`config.mk`:
```
export PLATFORM = sky130hd
export DESIGN_NAME = spi_port_arbiter
export DESIGN_NICKNAME = d
export VERILOG_FILES = /design/src/rtl/spi_port_arbiter.sv
export SDC_FILE = /design/constraint.sdc
export NUM_CORES = 1
export LEC_CHECK = 0
export ABC_AREA = 1
export CAP_MARGIN = 40
export CORE_AREA = 5 5 61 104
export CTS_BUF_LIST = sky130_fd_sc_hd__clkbuf_2 sky130_fd_sc_hd__clkbuf_4 sky130_fd_sc_hd__clkbuf_8
export CTS_CLUSTER_DIAMETER = 200
export DETAILED_ROUTE_END_ITERATION = 10
export DIE_AREA = 0 0 66 109
export PLACE_DENSITY = 0.82
export SYNTH_ARGS = -nofsm -noshare
export SYNTH_HDL_FRONTEND = slang
export SYNTH_SLANG_ARGS = --single-unit
```
`constraint.sdc`:
```
create_clock -name FastClk -period 1.65 [get_ports FastClk]
set_clock_uncertainty 0.15 [all_clocks]
set_input_delay 0.165 -clock FastClk [delete_from_list [all_inputs] [get_ports FastClk]]
set_output_delay 0.165 -clock FastClk [all_outputs]
set_load 0.05 [all_outputs]
```
`src/rtl/spi_port_arbiter.sv`:
```
// spi_port_arbiter: shares one SPI mode-0, MSB-first byte engine between two requesters
// (0 = cart-bus register path, 1 = background/boot loader). The engine drives either the
// flash port or the TF card port. Arbitration is round-robin, and the bus stays locked for
// the whole chip-select transaction.
//
// Ports
//   FastClk, Reset                  clock, asynchronous active-high reset
//   ReqN_Valid/Dev/TxData/Last      byte request (N = 0, 1); Dev is used on the first byte only
//   ReqN_Ready                      request accepted when Valid & Ready
//   RespN_Valid/RxData              one-cycle completion pulse and received byte (held)
//   nFlashSel/SPIClk/SPIDo/SPIDi    flash SPI pins
//   nTFSel/TFClk/TFDo/TFDi          TF card SPI pins
//   Busy                            engine not idle
module spi_port_arbiter #(
  parameter int unsigned CLK_DIV = 2
) (
  input  logic       FastClk,
  input  logic       Reset,
  input  logic       Req0_Valid,
  input  logic       Req0_Dev,
  input  logic [7:0] Req0_TxData,
  input  logic       Req0_Last,
  output logic       Req0_Ready,
  output logic       Resp0_Valid,
  output logic [7:0] Resp0_RxData,
  input  logic       Req1_Valid,
  input  logic       Req1_Dev,
  input  logic [7:0] Req1_TxData,
  input  logic       Req1_Last,
  output logic       Req1_Ready,
  output logic       Resp1_Valid,
  output logic [7:0] Resp1_RxData,
  output logic       nFlashSel,
  output logic       SPIClk,
  output logic       SPIDo,
  input  logic       SPIDi,
  output logic       nTFSel,
  output logic       TFClk,
  output logic       TFDo,
  input  logic       TFDi,
  output logic       Busy
);

  localparam int unsigned CntW = $clog2(2 * CLK_DIV + 1);
  localparam logic [CntW-1:0] CntMax = CntW'(CLK_DIV - 1);

  typedef enum logic [2:0] {StIdle, StShift, StHold, StTail, StGap} state_e;

  state_e          state_q, state_d;
  logic            owner_q, owner_d;
  logic            dev_q, dev_d;
  logic            last_grant_q, last_grant_d;
  logic            last_byte_q, last_byte_d;
  logic [7:0]      tx_q, tx_d;
  logic [7:0]      rx_q, rx_d;
  logic [7:0]      rdata0_q, rdata0_d;
  logic [7:0]      rdata1_q, rdata1_d;
  logic            sck_q, sck_d;
  logic [2:0]      bit_q, bit_d;
  logic [CntW-1:0] cnt_q, cnt_d;
  logic [1:0]      resp_q, resp_d;

  logic       ready0, ready1;
  logic       accept, acc_req;
  logic       half_end;
  logic       miso;
  logic       cs_active;

  assign half_end = (cnt_q == CntMax);
  assign miso     = dev_q ? TFDi : SPIDi;

  always_comb begin
    state_d      = state_q;
    owner_d      = owner_q;
    dev_d        = dev_q;
    last_grant_d = last_grant_q;
    last_byte_d  = last_byte_q;
    tx_d         = tx_q;
    rx_d         = rx_q;
    rdata0_d     = rdata0_q;
    rdata1_d     = rdata1_q;
    sck_d        = sck_q;
    bit_d        = bit_q;
    cnt_d        = cnt_q;
    resp_d       = 2'b00;
    ready0       = 1'b0;
    ready1       = 1'b0;
    accept       = 1'b0;
    acc_req      = 1'b0;

    unique case (state_q)
      StIdle: begin
        // last_grant_q names the requester granted most recently; the other one wins a tie.
        if (Req0_Valid && (!Req1_Valid || last_grant_q)) begin
          ready0  = 1'b1;
          accept  = 1'b1;
          acc_req = 1'b0;
        end else if (Req1_Valid) begin
          ready1  = 1'b1;
          accept  = 1'b1;
          acc_req = 1'b1;
        end
        if (accept) begin
          owner_d      = acc_req;
          last_grant_d = acc_req;
          dev_d        = acc_req ? Req1_Dev : Req0_Dev;
        end
      end
      StHold: begin
        // Bus locked: only the owner may continue the transaction.
        ready0  = ~owner_q;
        ready1  = owner_q;
        acc_req = owner_q;
        accept  = owner_q ? Req1_Valid : Req0_Valid;
      end
      StShift: begin
        cnt_d = cnt_q + CntW'(1);
        if (half_end) begin
          cnt_d = '0;
          sck_d = ~sck_q;
          if (!sck_q) begin
            rx_d = {rx_q[6:0], miso};
          end else if (bit_q == 3'd7) begin
            // Final falling edge: byte done, MOSI keeps bit 0.
            bit_d = 3'd0;
            if (owner_q) begin
              resp_d[1] = 1'b1;
              rdata1_d  = rx_q;
            end else begin
              resp_d[0] = 1'b1;
              rdata0_d  = rx_q;
            end
            state_d = last_byte_q ? StTail : StHold;
          end else begin
            bit_d = bit_q + 3'd1;
            tx_d  = {tx_q[6:0], 1'b1};
          end
        end
      end
      StTail: begin
        cnt_d = cnt_q + CntW'(1);
        if (half_end) begin
          cnt_d   = '0;
          state_d = StGap;
        end
      end
      StGap: begin
        cnt_d = cnt_q + CntW'(1);
        if (half_end) begin
          cnt_d   = '0;
          state_d = StIdle;
        end
      end
      default: state_d = StIdle;
    endcase

    if (accept) begin
      tx_d        = acc_req ? Req1_TxData : Req0_TxData;
      last_byte_d = acc_req ? Req1_Last : Req0_Last;
      state_d     = StShift;
      cnt_d       = '0;
      sck_d       = 1'b0;
      bit_d       = 3'd0;
    end
  end

  always_ff @(posedge FastClk or posedge Reset) begin
    if (Reset) begin
      state_q      <= StIdle;
      owner_q      <= 1'b0;
      dev_q        <= 1'b0;
      last_grant_q <= 1'b1;
      last_byte_q  <= 1'b0;
      tx_q         <= 8'h00;
      rx_q         <= 8'h00;
      rdata0_q     <= 8'h00;
      rdata1_q     <= 8'h00;
      sck_q        <= 1'b0;
      bit_q        <= 3'd0;
      cnt_q        <= '0;
      resp_q       <= 2'b00;
    end else begin
      state_q      <= state_d;
      owner_q      <= owner_d;
      dev_q        <= dev_d;
      last_grant_q <= last_grant_d;
      last_byte_q  <= last_byte_d;
      tx_q         <= tx_d;
      rx_q         <= rx_d;
      rdata0_q     <= rdata0_d;
      rdata1_q     <= rdata1_d;
      sck_q        <= sck_d;
      bit_q        <= bit_d;
      cnt_q        <= cnt_d;
      resp_q       <= resp_d;
    end
  end

  // Pins decode straight from state so an asynchronous reset idles them immediately.
  assign cs_active = (state_q == StShift) || (state_q == StHold) || (state_q == StTail);

  assign nFlashSel = ~(cs_active && !dev_q);
  assign SPIClk    = (state_q == StShift) && !dev_q && sck_q;
  assign SPIDo     = (cs_active && !dev_q) ? tx_q[7] : 1'b1;
  assign nTFSel    = ~(cs_active && dev_q);
  assign TFClk     = (state_q == StShift) && dev_q && sck_q;
  assign TFDo      = (cs_active && dev_q) ? tx_q[7] : 1'b1;

  assign Req0_Ready   = ready0;
  assign Req1_Ready   = ready1;
  assign Resp0_Valid  = resp_q[0];
  assign Resp1_Valid  = resp_q[1];
  assign Resp0_RxData = rdata0_q;
  assign Resp1_RxData = rdata1_q;
  assign Busy         = (state_q != StIdle);

endmodule

```
==> summary.txt, run 1 <==
Run status
  – Status: finished, violations left
  – Violated checks: hold timing, setup timing

Placement
  – Gp weighted congestion: 0.906
  – Post-DP HPWL: 4380 µm
  – Dpl cells: 437
  – IO Port Bufs: 52

Timing
  – Final Hold Fails: 5
  – Tcrit/Tclk final: 110%
  – Total negative setup slack: -3.69 ns
  – Final Slew Violations: 0
  – Setup violations, final: 51
  – Min Tclk post-route: 1.81 ns
  – Smallest hold slack: -0.00380 ns
  – RSZ-0062 raised after global routing: true
  – Worst slew margin: 72.9%
  – Maximum clock frequency: 552 MHz
  – Least-Margin Pin Slew: 0.406 ns
  – Final WS setup: -0.163 ns

Yosys
  – Yosys warnings: 0
  – Syn Inst Count: 290
  – Cell variety after synth: 29
  – Syn_nets: 318
  – Avg Cell Area, Syn: 8.40 µm²
  – Sequential fraction of the synthesis area: 49.4%
  – Syn Std Cell Area: 2440 µm²
  – Synthesis-stage register bit count: 48

Die
  – Die width: 66 µm
  – Core footprint: 5450 µm²
  – Initial core utilization: 44.7%
  – # IOs: 53
  – Die area: 7190 µm²
  – Num rows: 36
  – Die height: 109 µm

Detailed routing
  – DR vias: 2432
  – Drt total wl: 8040 µm
  – DRT antenna net count: 0
  – Drt pass-1 iters: 5
  – DR iter-0 viols: 155
  – Wire per inst: 17.2 µm
  – Via density: 5.21
  – # DRC: 0

Clock network
  – Num CTS Buffers: 5
  – Clock sinks: 48
  – Maximum clock path buffer count: 2
  – Clk Latency, worst-skew pair: 0.30 ns
  – Root buffer cell: clkbuf_8
  – Htree depth: 2
  – CTS clk-pin slew, worst paths: 0.09 ns
  – # hold bufs at CTS: 0
  – CTS tree: yes

Cells and area
  – Layout Cells excl Fill: 467
  – P&R area growth vs syn: 63.9%
  – Share of cells above drive strength 1: 50.9%
  – Most frequent cells in the layout: nand2_1, buf_4, dfrtp_1, inv_1, o21ai_2
  – Most common cell after layout, fill and taps aside: nand2_1
  – Nets@finish: 418
  – Final core occ: 73.3%
  – ANT cells: 0

Power
  – Sw frac: 46.6%
  – Power Dens Cells: 1790 nW/µm²
  – Leakage: 1.86 nW
  – Sequential power share: 25.0%
  – VDD IR max: 1.15 mV
  – Internal: 3.82 mW
  – Clock power frac: 10.3%
  – Combinational share of power: 64.7%
  – NetSw: 3.33 mW

Global route
  – First-pass GRT wire length: 9900 µm
  – Largest net degree at the start of global routing: 28
  – Grt ovf: 0
  – Initial antenna violation count: 0
  – Vias in the first global route: 2377
  – Tot GR Track Use: 17.5%

Worst setup path
  – Critical Path Sink Type: flip-flop
  – WP data required: 1.68 ns
  – FF-to-FF Start: state_q[1]
  – Crit. Startpoint: state_q[1]
  – Critical path capture point: state_q[0]
  – Startpoint types: flip-flop
  – R2R Setup Slk: -0.16 ns
  – WS Path Type: reg2reg
  – Crit path max fanout: 5
  – Worst Reg-to-Reg Cells: 9
  – Reg2reg end: state_q[0]
  – CP arrival: 1.85 ns

Min path
  – Tightest Hold Check Type: in2async

Flow run
  – Max-Cap Viols: 0
==> cells by family after synthesis <==
kind of cell | share of synthesized area, %
adders and majority gates | 1.03
and+or+nand+nor | 28.0
DFF | 49.4
buffers and inverters | 8.73
AOI/OAI and AO/OA | 12.8
==> metrics by stage <==
step / power [mW] / hold WS (ns) / instance area, µm² / worst slack (ns)
2_1_floorplan: 3.53 / 0.170 / 2450 / -0.136
3_3_place_gp: 4.66 / 0.311 / 3250 / -0.0853
3_5_place_dp: 4.74 / 0.310 / 3250 / -0.126
4_1_cts: 5.78 / 0.000267 / 3520 / -0.0937
5_1_grt: 7.51 / 0.00908 / 3990 / -0.191
6_report: 7.15 / -0.00380 / 3990 / -0.163
==> final cells by class <==
cell class	count	area (µm²)
Fill cell	357	1460
Clock inverter	2	15.0
Multi-Input combinational cell	199	1430
Sequential cell	48	1210
Inverter	40	170
Clock buffer	6	82.6
Timing Repair Buffer	96	996
Tap cell	76	95.1
==> timing repair <==
item / in CTS / in global routing
setup endpoints to repair: 33 / 52
cloned: 1 / 3
setup buffers: 12 / 9
pin swaps: 9 / 23
resized for setup: 27 / 100
==> Yosys cell counts <==
cell	instances	area share [%]
nor2_4	2	0.92
a21oi_1	9	1.8
a31oi_1	1	0.26
nand2_4	2	0.92
nor3_2	1	0.41
o21ai_2	16	5.8
nor2_1	23	3.5
inv_1	33	5.1
ha_1	2	1.0
nand4_2	1	0.51
buf_4	1	0.31
nand2_2	6	1.5
nand3_2	2	0.82
nor3_1	2	0.41
inv_2	5	0.77
nor3_4	1	0.67
o22ai_1	1	0.26
nand3_4	1	0.72
buf_2	1	0.21
o21ai_1	4	0.82
nor2_2	1	0.26
inv_4	2	0.51
dfrtp_1	47	48
nand2_1	74	11
dfstp_2	1	1.1
o21ai_0	19	3.9
nand3_1	25	5.1
buf_6	4	1.8
nand4_1	3	0.77
==> power groups by stage <==
| stage | registers, mW | clock network [mW] | logic (mW) |
|---|---|---|---|
| 4_1_cts | 1.71 | 0.740 | 3.32 |
| 3_5_place_dp | 1.73 | 0 | 3.01 |
| 3_3_place_gp | 1.73 | 0 | 2.94 |
| 5_1_grt | 1.82 | 0.794 | 4.89 |
| 6_report | 1.79 | 0.739 | 4.62 |
| 2_1_floorplan | 1.70 | 0 | 1.83 |
==> critical path: stages (launching register included) <==
cell	delay [ns]
dfrtp_2	0.45
buf_4	0.18
nor2_2	0.18
nand3_2	0.16
nand2_4	0.17
inv_8	0.06
nand3_2	0.11
nand2_2	0.09
nand2_1	0.06
nand2_1	0.08
==> worst min path at each step <==
stage | from | endpoint | slack, ns
global route | Reset | Resp0_RxData[3] | 0.009
CTS | Reset | Resp0_RxData[3] | 0.0003
floorplan | SPIDi | rx_q[0] | 0.17
finish | Reset | Resp0_RxData[3] | -0.004
detailed placement | last_grant_q | last_grant_q | 0.31
global placement | tx_q[2] | tx_q[2] | 0.31
==> registers in the layout (all words and copies together), names as in the netlist, 2 cells and up <==
name and count:
state_q 3, Resp0_RxData 8, resp_q 2, rx_q 8
cnt_q 3, bit_q 3, tx_q 8, Resp1_RxData 8
==> routing by layer <==
metal | up-vias | global-route usage (%) | share of wire, %
li1 | 1136 | - | -
met5 | - | 0 | 0
met2 | 95 | 36.5 | 61
met1 | 1175 | 15.9 | 32
met4 | 0 | 6.83 | 3.4
met3 | 26 | 2.78 | 4.2
Note: power is estimated with default switching activity, not from simulation.
==> inputs of run 2 (changes only) <==
- CELL_PAD_IN_SITES_DETAIL_PLACEMENT: unset -> 2
- CELL_PAD_IN_SITES_GLOBAL_PLACEMENT: unset -> 2
- CORE_AREA: 5 5 61 104 -> 5 5 77 132
- DIE_AREA: 0 0 66 109 -> 0 0 82 137
- PLACE_DENSITY: 0.82 -> 0.83
- SETUP_SLACK_MARGIN: unset -> 0.05
==> run 2 against run 1 <==
  * Register-to-register slack worse by 0.09 ns
  * Sequential power up 2%
  * The flow finishes with violations (setup timing)
  * Clock power up 47%
  * Flip-flop and latch count unchanged
  * Critical path type unchanged
==> summary.txt, run 2 (same netlist as run 1, synthesis figures left out) <==
Worst setup path
  – WS Path Type: reg2reg (unchanged)
  – FF-to-FF Start: state_q[0] (was state_q[1])
  – Startpoint types: flip-flop (unchanged)
  – WP data required: 1.75 ns (was 1.68 ns)
  – Reg2reg end: tx_q[3] (was state_q[0])
  – R2R Setup Slk: -0.25 ns (was -0.16 ns)
  – Worst Reg-to-Reg Cells: 12 (was 9)
  – Critical Path Sink Type: flip-flop (unchanged)
  – CP arrival: 2.00 ns (was 1.85 ns)
  – Crit path max fanout: 6 (was 5)

Cells and area
  – Nets@finish: 437 (was 418)
  – Layout Cells excl Fill: 530 (was 467)
  – ANT cells: 0 (unchanged)
  – # fillers: 977 (was 357)
  – Most frequent cells in the layout: buf_4, nand2_1, dfrtp_1, inv_1, clkdlybuf4s50_1 (was nand2_1, buf_4, dfrtp_1, inv_1, o21ai_2)
  – Final core occ: 48.4% (was 73.3%)
  – P&R area growth vs syn: 78.4% (was 63.9%)
  – Most common cell after layout, fill and taps aside: buf_4 (was nand2_1)
  – Share of cells above drive strength 1: 51.2% (was 50.9%)

Die
  – # IOs: 53 (unchanged)
  – Die width: 82 µm (was 66 µm)
  – Die height: 137 µm (was 109 µm)
  – Num rows: 46 (was 36)
  – Initial core utilization: 27.1% (was 44.7%)
  – Die area: 11200 µm² (was 7190 µm²)
  – Core footprint: 8980 µm² (was 5450 µm²)

Global route
  – Grt ovf: 0 (unchanged)
  – Vias in the first global route: 3037 (was 2377)
  – First-pass GRT wire length: 17200 µm (was 9900 µm)
  – Met1 Use GR: 18.0% (was 15.9%)
  – Met2 usage: 43.9% (was 36.5%)
  – Tot GR Track Use: 21.1% (was 17.5%)
  – Met3 Use GR: 2.96% (was 2.78%)
  – GRT busiest layer: met2 (unchanged)
  – Initial antenna violation count: 0 (unchanged)
  – Largest net degree at the start of global routing: 49 (was 28)

Detailed routing
  – Drt total wl: 12000 µm (was 8040 µm)
  – Wire per inst: 22.7 µm (was 17.2 µm)
  – Via density: 4.93 (was 5.21)
  – # DRC: 0 (unchanged)
  – DRT antenna net count: 0 (unchanged)
  – DR iter-0 viols: 70 (was 155)
  – DR vias: 2612 (was 2432)
  – Drt pass-1 iters: 5 (unchanged)

Min path
  – Tightest Hold Check Type: in2async (unchanged)

Run status
  – Violated checks: setup timing (was hold timing, setup timing)
  – Status: finished, violations left (unchanged)

Clock network
  – CTS tree: yes (unchanged)
  – Root buffer cell: clkbuf_8 (unchanged)
  – Maximum clock path buffer count: 2 (unchanged)
  – CTS clk-pin slew, worst paths: 0.10 ns (was 0.09 ns)
  – # hold bufs at CTS: 0 (unchanged)
  – Clk Latency, worst-skew pair: 0.33 ns (was 0.30 ns)
  – Num CTS Buffers: 5 (unchanged)
  – Clock sinks: 48 (unchanged)
  – Htree depth: 2 (unchanged)

Placement
  – IO Port Bufs: 52 (unchanged)
  – Post-DP HPWL: 6020 µm (was 4380 µm)
  – Dpl cells: 489 (was 437)
  – Gp weighted congestion: 0.787 (was 0.906)

Timing
  – RSZ-0062 raised after global routing: true (unchanged)
  – Final WS setup: -0.251 ns (was -0.163 ns)
  – Final Hold Fails: 0 (was 5)
  – Smallest hold slack: 0.0564 ns (was -0.00380 ns)
  – Worst slew margin: 74.2% (was 72.9%)
  – Final Slew Violations: 0 (unchanged)
  – Tcrit/Tclk final: 115% (was 110%)
  – Maximum clock frequency: 526 MHz (was 552 MHz)
  – Setup violations, final: 53 (was 51)
  – Min Tclk post-route: 1.90 ns (was 1.81 ns)
  – Least-Margin Pin Slew: 0.383 ns (was 0.406 ns)

Power
  – VDD IR max: 0.892 mV (was 1.15 mV)
  – Total power: 8.09 mW (was 7.15 mW)
  – Power Dens Cells: 1860 nW/µm² (was 1790 nW/µm²)
  – Leakage: 2.03 nW (was 1.86 nW)

Flow run
  – Max-Cap Viols: 0 (unchanged)
-- run 2: cell types whose count changed in the layout (fill, tap and decap cells not counted), sizes merged --
cell and delta:
buf +21, bufinv +2, clkbuf -2, inv +1, clkinvlp -2, nand2 -1
-- run 2: final cells by class --
cell class	instances	area (µm²)	area share, %
clock buffers	5	68.8	1.58
well taps	120	150	3.46
inverters	40	175	4.03
flip-flops and latches	48	1210	27.8
clock inverters	3	68.8	1.58
multi-input cells	198	1470	33.9
repair buffers	116	1200	27.7
-- run 2: how the worst max path moves through the flow --
stage | end | cells after the start | from | slack (ns)
after floorplan | SPIClk | 5 | state_q[2] | -0.14
after global placement | tx_q[1] | 9 | Req1_Valid | -0.1
after detailed placement | tx_q[0] | 10 | Req1_Valid | -0.15
after CTS | Req1_Ready | 7 | state_q[0] | -0.18
after global routing | tx_q[5] | 12 | state_q[0] | -0.30
final | tx_q[3] | 12 | state_q[0] | -0.25
-- run 2: repair_timing --
item	CTS	global route
setup buffers	18	12
pin swaps	18	21
setup endpoints to repair	51	55
cloned	5	0
resized for setup	102	47
-- run 2: power breakdown --
group	internal (mW)	switching, mW
Sequential	1.50	0.333
Clock	0.611	0.474
Combinational	2.21	2.96
Total	4.32	3.77
-- run 2: per-stage QoR --
step	worst slack [ns]	TNS [ns]	instance area (µm²)
3_3_place_gp	-0.0973	-0.938	3380
2_1_floorplan	-0.136	-0.324	2450
5_1_grt	-0.297	-9.32	4350
4_1_cts	-0.184	-4.22	4110
3_5_place_dp	-0.150	-3.17	3380
6_report	-0.251	-6.65	4350
-- run 2: worst max-delay path, cell delays in order (launching register included) --
cell	delay, ns
dfrtp_2	0.45
inv_2	0.08
buf_4	0.14
nand2_2	0.08
nor2_4	0.15
buf_6	0.12
nand2_4	0.07
nand2_8	0.13
inv_8	0.06
nand2_8	0.09
buf_6	0.11
nor2_1	0.04
a21oi_1	0.14
-- run 2: routing by layer --
metal  share of wire [%]  wire [µm]  vias up
met5                   0          0        -
met4                 4.1        492        0
met3                 3.1        371       31
met2                  63       7550       82
met1                  30       3600     1325
li1                    -          -     1174
==> inputs of run 3 (changes only) <==
- CORE_AREA: 5 5 77 132 -> 5 5 75 128
- DIE_AREA: 0 0 82 137 -> 0 0 80 133
- PLACE_DENSITY: 0.83 -> 0.84
- clock period: 1.65 -> 1.95 ns (I/O delays scaled with it)
==> run 3 against run 2 <==
  * The run now ends clean
  * Largest power group unchanged
  * Cell count fell by 8.5%
  * Design area is 18% lower
  * Setup slack improved by 0.32 ns
  * Critical path depth decreased by 5
==> summary.txt, run 3 (same netlist as run 1, synthesis figures left out) <==
Detailed routing
  – Via density: 4.76 (was 4.93)
  – Wire per inst: 16.8 µm (was 22.7 µm)
  – DRT antenna net count: 0 (unchanged)
  – # DRC: 0 (unchanged)
  – Drt total wl: 8150 µm (was 12000 µm)
  – DR iter-0 viols: 71 (was 70)
  – DR vias: 2308 (was 2612)
  – Drt pass-1 iters: 4 (was 5)

Clock network
  – Htree depth: 2 (unchanged)
  – CTS tree: yes (unchanged)
  – Root buffer cell: clkbuf_8 (unchanged)
  – Maximum clock path buffer count: 2 (unchanged)
  – Num CTS Buffers: 5 (unchanged)
  – # hold bufs at CTS: 0 (unchanged)
  – Clock sinks: 48 (unchanged)
  – CTS clk-pin slew, worst paths: 0.10 ns (about the same)
  – Clk Latency, worst-skew pair: 0.32 ns (was 0.33 ns)

Power
  – VDD IR max: 0.571 mV (was 0.892 mV)
  – Total power: 5.25 mW (was 8.09 mW)
  – Leakage: 1.68 nW (was 2.03 nW)
  – Power Dens Cells: 1470 nW/µm² (was 1860 nW/µm²)

Global route
  – Vias in the first global route: 2575 (was 3037)
  – Tot GR Track Use: 14.8% (was 21.1%)
  – Met3 Use GR: 2.52% (was 2.96%)
  – Largest net degree at the start of global routing: 37 (was 49)
  – Grt ovf: 0 (unchanged)
  – Met2 usage: 31.5% (was 43.9%)
  – First-pass GRT wire length: 12300 µm (was 17200 µm)
  – GRT busiest layer: met2 (unchanged)
  – Met1 Use GR: 13.1% (was 18.0%)
  – Initial antenna violation count: 0 (unchanged)

Worst setup path
  – R2R Setup Slk: 0.09 ns (was -0.25 ns)
  – FF-to-FF Start: bit_q[0] (was state_q[0])
  – WS Path Type: reg2out (was reg2reg)
  – Worst Reg-to-Reg Cells: 9 (was 12)
  – Startpoint types: flip-flop (unchanged)
  – Crit path max fanout: 7 (was 6)
  – CP arrival: 1.54 ns (was 2.00 ns)
  – WP data required: 1.60 ns (was 1.75 ns)
  – Critical Path Sink Type: primary output (was flip-flop)
  – Reg2reg end: tx_q[2] (was tx_q[3])

Timing
  – Worst slew margin: 65.8% (was 74.2%)
  – Min Tclk post-route: 1.88 ns
  – Setup violations, final: 0 (was 53)
  – Final WS setup: 0.0654 ns (was -0.251 ns)
  – Maximum clock frequency: 531 MHz
  – Tcrit/Tclk final: 96.6%
  – Least-Margin Pin Slew: 0.511 ns (was 0.383 ns)
  – Final Hold Fails: 0 (unchanged)
  – Final Slew Violations: 0 (unchanged)
  – RSZ-0062 raised after global routing: true (unchanged)

Placement
  – Post-DP HPWL: 5850 µm (was 6020 µm)
  – Worst Setup Slack post-DPL: -0.0421 ns (was -0.150 ns)
  – Gp weighted congestion: 0.790 (was 0.787)
  – DP Area: 3240 µm² (was 3380 µm²)
  – IO Port Bufs: 52 (unchanged)

Cells and area
  – Share of cells above drive strength 1: 25.5% (was 51.2%)
  – ANT cells: 0 (unchanged)
  – Most frequent cells in the layout: nand2_1, dfrtp_1, clkdlybuf4s50_1, inv_1, nand3_1 (was buf_4, nand2_1, dfrtp_1, inv_1, clkdlybuf4s50_1)
  – Final Instance Area: 3560 µm² (was 4350 µm²)
  – P&R area growth vs syn: 46.3% (was 78.4%)
  – Final core occ: 41.6% (was 48.4%)
  – # fillers: 981 (was 977)
  – Nets@finish: 395 (was 437)
  – Most common cell after layout, fill and taps aside: nand2_1 (was buf_4)

Die
  – Num rows: 45 (was 46)
  – Core footprint: 8560 µm² (was 8980 µm²)
  – Die width: 80 µm (was 82 µm)
  – Die height: 133 µm (was 137 µm)
  – Die area: 10600 µm² (was 11200 µm²)
  – Initial core utilization: 28.5% (was 27.1%)
  – # IOs: 53 (unchanged)

Min path
  – Tightest Hold Check Type: in2async (unchanged)

Run status
  – Status: completed (was finished, violations left)

Flow run
  – Max-Cap Viols: 0 (unchanged)
==> run 3: cell type report <==
class	instances	area (µm²)	share of cell area, %
Clock buffer	5	68.8	1.93
Clock inverter	3	68.8	1.93
Inverter	40	163	4.56
Multi-Input combinational cell	196	1100	30.9
Sequential cell	48	1210	33.8
Tap cell	117	146	4.11
Timing Repair Buffer	76	810	22.7
==> run 3: power by group <==
| part | total (mW) | switching, mW | internal (mW) |
|---|---|---|---|
| clock network | 0.896 | 0.379 | 0.517 |
| registers | 1.51 | 0.237 | 1.27 |
| logic | 2.85 | 1.75 | 1.11 |
==> run 3: critical path, stage by stage, from the launching register on <==
cell and delay [ns]:
dfrtp_2 0.47, inv_4 0.09, nand2_4 0.08, nor2_4 0.15
buf_6 0.12, nand2_4 0.06, nand2_8 0.10, buf_12 0.14
==> run 3: timing repair <==
| item | in CTS | in global routing |
|---|---|---|
| pin swaps | 0 | 4 |
| endpoints found under the hold margin | 0 | 0 |
| setup endpoints to repair | 18 | 26 |
| setup buffers | 1 | 11 |
| gates resized for setup | 9 | 16 |
==> run 3: metrics by stage <==
stage	hold slack, ns	cells	setup TNS, ns
after floorplan	0.200	290	0
after global placement	0.309	465	0
after detailed placement	0.326	465	-0.0821
after CTS	0.00504	474	0
after global routing	0.0230	485	-0.0274
final	0.00136	485	0
==> run 3: how the worst max path moves through the flow <==
stage          depth (start not counted)  slack (ns)         end        from
4_1_cts                                6       0.002  Req0_Ready  state_q[1]
6_report                               7        0.07  Req1_Ready  state_q[1]
5_1_grt                               10       -0.03  state_q[0]  state_q[0]
3_3_place_gp                           9         0.1     tx_q[2]    bit_q[0]
2_1_floorplan                          5        0.11  Req0_Ready  state_q[0]
3_5_place_dp                           9       -0.04     tx_q[2]    bit_q[0]
==> run 3: metal layers <==
layer  up-vias  routed length, µm
met3        12                216
met5         -                  0
li1       1080                  -
met2        45               5090
met1      1171               2690
met4         0                158
